File: src/rtl/button_debounce_pkg.sv
// Shared definitions for the pushbutton front end: FSM states and default LFOSC timing.
// Used by button_debounce (optional long-press support via FOFE_BTN_LONG_PRESS_EN).
package button_debounce_pkg;

    typedef enum logic [1:0] {
        IDLE    = 2'd0,
        PRESSED = 2'd1,
        LONG    = 2'd2
    } btn_state_t;

    // Defaults assume the ~10 kHz SB_LFOSC clock: 20 ms debounce, 1 s long press.
    localparam int LFOSC_HZ                = 10000;
    localparam int DEFAULT_DEBOUNCE_CYCLES = LFOSC_HZ / 50;
    localparam int DEFAULT_LONG_CYCLES     = LFOSC_HZ;

    function automatic int cnt_width(input int n);
        return (n <= 2) ? 1 : $clog2(n);
    endfunction

endpackage

File: src/rtl/button_sync_debounce.sv
// Two-flop synchroniser, polarity normalisation and debounce counter for one button pin.
// rise/fall mark the clock edge on which a new debounced level is accepted.
module button_sync_debounce
    import button_debounce_pkg::*;
#(
    parameter int DEBOUNCE_CYCLES = DEFAULT_DEBOUNCE_CYCLES,
    parameter bit BTN_ACTIVE_LOW  = 1'b1
) (
    input  logic clk,
    input  logic rst_n,
    input  logic btn_raw,
    output logic btn_level,
    output logic rise,
    output logic fall
);

    localparam int              DB_W     = cnt_width(DEBOUNCE_CYCLES);
    localparam logic            IDLE_PIN = BTN_ACTIVE_LOW;
    localparam logic [DB_W-1:0] DB_LAST  = DB_W'(DEBOUNCE_CYCLES - 1);

    logic            sync1;
    logic            sync2;
    logic            s;
    logic            accept;
    logic [DB_W-1:0] cnt_db;

    // Reset to the released pin level so a held button is seen as a fresh press.
    always_ff @(posedge clk or negedge rst_n) begin
        if (!rst_n) begin
            sync1 <= IDLE_PIN;
            sync2 <= IDLE_PIN;
        end else begin
            sync1 <= btn_raw;
            sync2 <= sync1;
        end
    end

    assign s      = BTN_ACTIVE_LOW ? ~sync2 : sync2;
    assign accept = (s != btn_level) && (cnt_db == DB_LAST);
    assign rise   = accept & s;
    assign fall   = accept & ~s;

    always_ff @(posedge clk or negedge rst_n) begin
        if (!rst_n) begin
            btn_level <= 1'b0;
            cnt_db    <= '0;
        end else if (s == btn_level) begin
            cnt_db <= '0;
        end else if (accept) begin
            btn_level <= s;
            cnt_db    <= '0;
        end else begin
            cnt_db <= cnt_db + DB_W'(1);
        end
    end

endmodule

File: src/rtl/button_debounce.sv
// Pushbutton front end: debounced level, press/release strobes and a wrapping press counter.
// Define FOFE_BTN_LONG_PRESS_EN to add the long-press detector (long_pulse, held_long).
module button_debounce
    import button_debounce_pkg::*;
#(
    parameter int DEBOUNCE_CYCLES = DEFAULT_DEBOUNCE_CYCLES,
    parameter int LONG_CYCLES     = DEFAULT_LONG_CYCLES,
    parameter bit BTN_ACTIVE_LOW  = 1'b1,
    parameter int COUNT_W         = 8
) (
    input  logic               clk,
    input  logic               rst_n,
    input  logic               btn_raw,
    output logic               btn_level,
    output logic               press_pulse,
    output logic               release_pulse,
    output logic               long_pulse,
    output logic               held_long,
    output logic [COUNT_W-1:0] press_count
);

    logic       rise;
    logic       fall;
    btn_state_t state;

    button_sync_debounce #(
        .DEBOUNCE_CYCLES(DEBOUNCE_CYCLES),
        .BTN_ACTIVE_LOW (BTN_ACTIVE_LOW)
    ) u_sync (
        .clk      (clk),
        .rst_n    (rst_n),
        .btn_raw  (btn_raw),
        .btn_level(btn_level),
        .rise     (rise),
        .fall     (fall)
    );

    // Strobes are registered on the same edge the debounced level changes.
    always_ff @(posedge clk or negedge rst_n) begin
        if (!rst_n) begin
            press_pulse   <= 1'b0;
            release_pulse <= 1'b0;
            press_count   <= '0;
        end else begin
            press_pulse   <= rise;
            release_pulse <= fall;
            if (rise && state == IDLE) begin
                press_count <= press_count + COUNT_W'(1);
            end
        end
    end

`ifdef FOFE_BTN_LONG_PRESS_EN
    localparam int                HOLD_W    = cnt_width(LONG_CYCLES);
    localparam logic [HOLD_W-1:0] HOLD_LAST = HOLD_W'(LONG_CYCLES - 1);

    logic [HOLD_W-1:0] cnt_hold;

    // A release on the threshold edge wins, so that press never reports long.
    always_ff @(posedge clk or negedge rst_n) begin
        if (!rst_n) begin
            state      <= IDLE;
            cnt_hold   <= '0;
            long_pulse <= 1'b0;
            held_long  <= 1'b0;
        end else begin
            long_pulse <= 1'b0;
            if (fall) begin
                state     <= IDLE;
                held_long <= 1'b0;
            end else begin
                case (state)
                    IDLE: begin
                        if (rise) begin
                            state    <= PRESSED;
                            cnt_hold <= '0;
                        end
                    end
                    PRESSED: begin
                        if (cnt_hold == HOLD_LAST) begin
                            state      <= LONG;
                            long_pulse <= 1'b1;
                            held_long  <= 1'b1;
                        end else begin
                            cnt_hold <= cnt_hold + HOLD_W'(1);
                        end
                    end
                    LONG: begin
                        state <= LONG;
                    end
                    default: begin
                        state <= IDLE;
                    end
                endcase
            end
        end
    end
`else
    always_ff @(posedge clk or negedge rst_n) begin
        if (!rst_n) begin
            state <= IDLE;
        end else if (fall) begin
            state <= IDLE;
        end else if (rise) begin
            state <= PRESSED;
        end
    end

    assign long_pulse = 1'b0;
    assign held_long  = 1'b0;
`endif

endmodule

File: config.mk
export PLATFORM = sky130hd
export DESIGN_NAME = button_debounce
export DESIGN_NICKNAME = d
export VERILOG_FILES = /design/src/rtl/button_debounce_pkg.sv /design/src/rtl/button_sync_debounce.sv /design/src/rtl/button_debounce.sv
export SDC_FILE = /design/constraint.sdc
export NUM_CORES = 1
export LEC_CHECK = 0
export ABC_AREA = 1
export BUFFER_PORTS_ARGS = -buffer_cell sky130_fd_sc_hd__buf_2
export CAP_MARGIN = 10
export CORE_UTILIZATION = 50
export CTS_CLUSTER_SIZE = 12
export DETAILED_ROUTE_END_ITERATION = 12
export GPL_TIMING_DRIVEN = 0
export MAX_ROUTING_LAYER = met4
export PLACE_DENSITY_LB_ADDON = 0.15
export RECOVER_POWER = 25
export SLEW_MARGIN = 0
export SYNTH_ARGS = -nofsm -noshare
export SYNTH_HDL_FRONTEND = slang
export SYNTH_SLANG_ARGS = --single-unit
export TNS_END_PERCENT = 20
File: constraint.sdc
create_clock -name clk -period 1.52 [get_ports clk]
set_clock_uncertainty 0.1 [all_clocks]
set_input_delay 0 -clock clk [delete_from_list [all_inputs] [get_ports clk]]
set_output_delay 0 -clock clk [all_outputs]
set_load 0.005 [all_outputs]
==> metrics <==
result of the run finished, final reports clean; synthesized area per cell 8.344 sq um; crit path max fanout 7; via total after detailed routing 975; detail-routed via count per cell 5.159; kind of cell adding the most delay to the critical path simple AND/OR/NAND/NOR gates; number of warnings issued by yosys 0; Worst Path Arrival 1640 ps; Critical Path End Type register; minimum period implied by the final worst setup slack 1482 ps; setup slack of the worst register-to-register path 40 ps; die footprint 2412 sq um; critical-path cell list ha_2 -> nand2_2 -> nor2_4 -> nand3_4 -> nor2_4 -> nand3_1 -> nand2_1; number of port buffers 13; die span in y 49.11 microns; combined area of the multi-input logic cells 534.3 sq um; Placement Rows 16; worst r2r dst press_count[5]$_DFFE_PN0P_; startpoint of the worst hold path btn_raw; CP Class reg -> reg; Gate Count Post-Synth 133; width of the die 49.11 microns; pwr/cell area 700.5 nW/um^2; buffer and inverter count on the worst path 0; Worst path slowest cell sky130_fd_sc_hd__dfrtp_1; final count of negative-setup-slack endpoints 0; total routing usage reported by global routing 22.31%; power share of the clock group 29.7%; standby leakage power 0.6947 nW; end point of the most critical hold path u_sync.sync1$_DFF_PN1_; routed wire length 2317 microns; violation count after the first detailed-route iteration 32; internal power of the cells 0.0007244 W; Post-route DRC 0; WHS Path Cells 2; CTS root buf sky130_fd_sc_hd__clkbuf_4; area used by sequential logic in the layout 553.0 sq um; unrepaired setup endpoints after global routing yes; effective utilization at floorplan 54.89%; Total Nets Final 169; achievable frequency 674.8 MHz; Filler cells 174; Slew HR 21.33%; class of the tightest hold or removal check in -> reg; cts bufs inserted 3; IO Count 16; number of clock sinks seen by CTS 22; DRT antenna net count 0; worst slew pin tran 1180 ps; synthesized area 1110 sq um; Worst Setup Slack, final 37.97 ps; Register-to-Register Path Depth 7; pin count of the biggest net entering global routing 23; proportion of power drawn by flip-flops and latches 63.8%; net switching power figure 0.0002223 W; Pins Over Slew Limit 0; maximum resistive drop on vdd 639.6 uV; Area growth syn-to-layout 21.76%; post-synthesis sequential area ratio 49.83%; type of origin of the critical path register; post-CTS clock slew at the launch and capture registers of the worst setup and hold paths 120 ps; most repeated library cell on the critical path sky130_fd_sc_hd__nor2_4; Cell variety after synth 23; Clk Latency, worst-skew pair 300 ps; core region area 2022 sq um; Routed wire per std cell 12.26 microns; Total Negative Setup Slacks 0 ps; wire length of the first global-routing pass 4091 microns; initial antenna violation count 0; r2r startpoint u_sync.cnt_db[1]$_DFF_PN0_; Gate power share 6.5%; worst setup slack after placement 13.02 ps; final-report hold violation count 0; CTS tree built; CTS max path bufs 2; crit share post-route 97.50%; maxcap violations 0; required arrival time at the worst endpoint 1680 ps; global route overflow 0; delay contributed by the slowest stage of the critical path 380 ps; Switching Fraction 23.48%; via count of the first global-routing pass 960; utilization after layout 66.83%; share of cells above drive strength 1 24.69%; CTS H-tree lvls 1; Final GP Congestion 0.8705; n_diodes 0; synthesized flop and latch total 22; number of iterations in the first detailed-routing pass 4; HPWL after DPL 1502 microns
-- Yosys cell counts, drive strengths merged --
library cell / count / share of area (%)
xor2: 4 / 3.2
and3: 1 / 0.56
inv: 10 / 3.4
xnor2: 1 / 0.79
clkbuf: 1 / 0.34
nand3: 18 / 9.2
nand2: 39 / 13
dfstp: 2 / 4.7
nor3b: 2 / 1.4
nand3b: 1 / 0.68
nand4: 4 / 2.3
dfrtp: 20 / 45
conb: 1 / 0.34
nor3: 1 / 0.45
nor2: 19 / 7.8
ha: 3 / 3.4
a21oi: 3 / 1.4
clkinv: 1 / 0.34
buf: 2 / 1.4
-- per-stage QoR --
step | cells | cell area, sq um | hold WS, ps | total power (W)
final | 189 | 1351 | 228.6 | 0.0009466
after global routing | 189 | 1351 | 212.4 | 0.0009841
after CTS | 182 | 1272 | 88.21 | 0.0009437
after detailed placement | 174 | 1212 | -103.1 | 0.0006592
after global placement | 174 | 1212 | -112.9 | 0.0006572
after floorplan | 134 | 1114 | -395.6 | 0.0006391
-- sequential cells by signal, summed over array words and instances (netlist names) --
| signal | flops |
|---|---|
| u_sync.cnt_db | 8 |
| press_count | 8 |
| u_sync.sync2 | 1 |
| u_sync.sync1 | 1 |
| u_sync.btn_level | 1 |
| release_pulse | 1 |
| state | 1 |
| press_pulse | 1 |
-- routing by layer --
| layer | track usage, % | routed length [microns] | share of wire (%) | vias up |
|---|---|---|---|---|
| li1 | - | - | - | 484 |
| met1 | 30.27 | 1002 | 43 | 450 |
| met2 | 35.16 | 1127 | 49 | 39 |
| met3 | 2.804 | 181 | 7.8 | 2 |
| met4 | 6.373 | 6 | 0.26 | 0 |
| met5 | - | 0 | 0 | - |
-- kinds of logic after synthesis --
logic type | count (synthesis) | share of synthesized area, %
and+or+nand+nor | 85 | 35.74
AOI/OAI and AO/OA | 3 | 1.352
xor gates and xnor gates | 5 | 3.946
DFF | 22 | 49.83
adders and majority gates | 3 | 3.383
other | 1 | 0.3379
buffers and inverters | 14 | 5.411
-- cell type report --
| type | count | area share [%] |
|---|---|---|
| multi-input cells | 99 | 39.54 |
| well taps | 27 | 2.500 |
| clock buffers | 4 | 1.944 |
| flip-flops and latches | 22 | 40.93 |
| repair buffers | 23 | 10.65 |
| plain buffers | 3 | 1.389 |
| inverters | 11 | 3.056 |
-- cells in the final DEF, fill, tap and decap left out --
master                          count
sky130_fd_sc_hd__a21oi_1            3
sky130_fd_sc_hd__and3_1             1
sky130_fd_sc_hd__buf_2             12
sky130_fd_sc_hd__buf_4             10
sky130_fd_sc_hd__clkbuf_1           3
sky130_fd_sc_hd__clkbuf_4           3
sky130_fd_sc_hd__clkinv_1           1
sky130_fd_sc_hd__conb_1             2
sky130_fd_sc_hd__dfrtp_1           20
sky130_fd_sc_hd__dfstp_2            2
sky130_fd_sc_hd__dlygate4sd3_1      2
sky130_fd_sc_hd__ha_1               2
sky130_fd_sc_hd__ha_2               1
sky130_fd_sc_hd__inv_1              8
sky130_fd_sc_hd__inv_2              2
sky130_fd_sc_hd__nand2_1           37
sky130_fd_sc_hd__nand2_2            2
sky130_fd_sc_hd__nand3_1           14
sky130_fd_sc_hd__nand3_2            3
sky130_fd_sc_hd__nand3_4            1
sky130_fd_sc_hd__nand3b_1           1
sky130_fd_sc_hd__nand4_1            4
sky130_fd_sc_hd__nor2_1            16
sky130_fd_sc_hd__nor2_2             1
sky130_fd_sc_hd__nor2_4             3
sky130_fd_sc_hd__nor3_1             1
sky130_fd_sc_hd__nor3b_1            2
sky130_fd_sc_hd__xnor2_1            1
sky130_fd_sc_hd__xor2_1             4
-- power groups by stage --
stage / combinational (W) / sequential, W / clock (W)
final: 0.0000614 / 0.000604 / 0.000282
after global routing: 0.0000710 / 0.000605 / 0.000308
after CTS: 0.0000505 / 0.000605 / 0.000288
after detailed placement: 0.0000430 / 0.000616 / 0
after global placement: 0.0000417 / 0.000615 / 0
after floorplan: 0.0000247 / 0.000614 / 0
-- worst max-delay path by stage --
stage / start / endpoint / slack [ps] / cells past startpoint
final: u_sync.cnt_db[1]$_DFF_PN0_ / press_count[5]$_DFFE_PN0P_ / 40 / 7
after global routing: u_sync.sync2$_DFF_PN1_ / press_count[6]$_DFFE_PN0P_ / -80 / 7
after CTS: u_sync.cnt_db[1]$_DFF_PN0_ / press_count[4]$_DFFE_PN0P_ / 4 / 7
after detailed placement: u_sync.cnt_db[0]$_DFF_PN0_ / press_count[6]$_DFFE_PN0P_ / 10 / 7
after global placement: u_sync.cnt_db[0]$_DFF_PN0_ / press_count[1]$_DFFE_PN0P_ / 50 / 7
after floorplan: u_sync.cnt_db[0]$_DFF_PN0_ / press_count[0]$_DFFE_PN0P_ / 190 / 7
-- timing repair --
action                     in CTS  in global routing
hold buffers                    2                  0
setup endpoints to repair       3                 14
hold endpoints to repair       23                  0
gates cloned                    1                  0
buffers inserted                1                  7
pin swaps                       1                  4
resized for setup               0                  7
No activity file was read; power rests on OpenSTA's default activity.
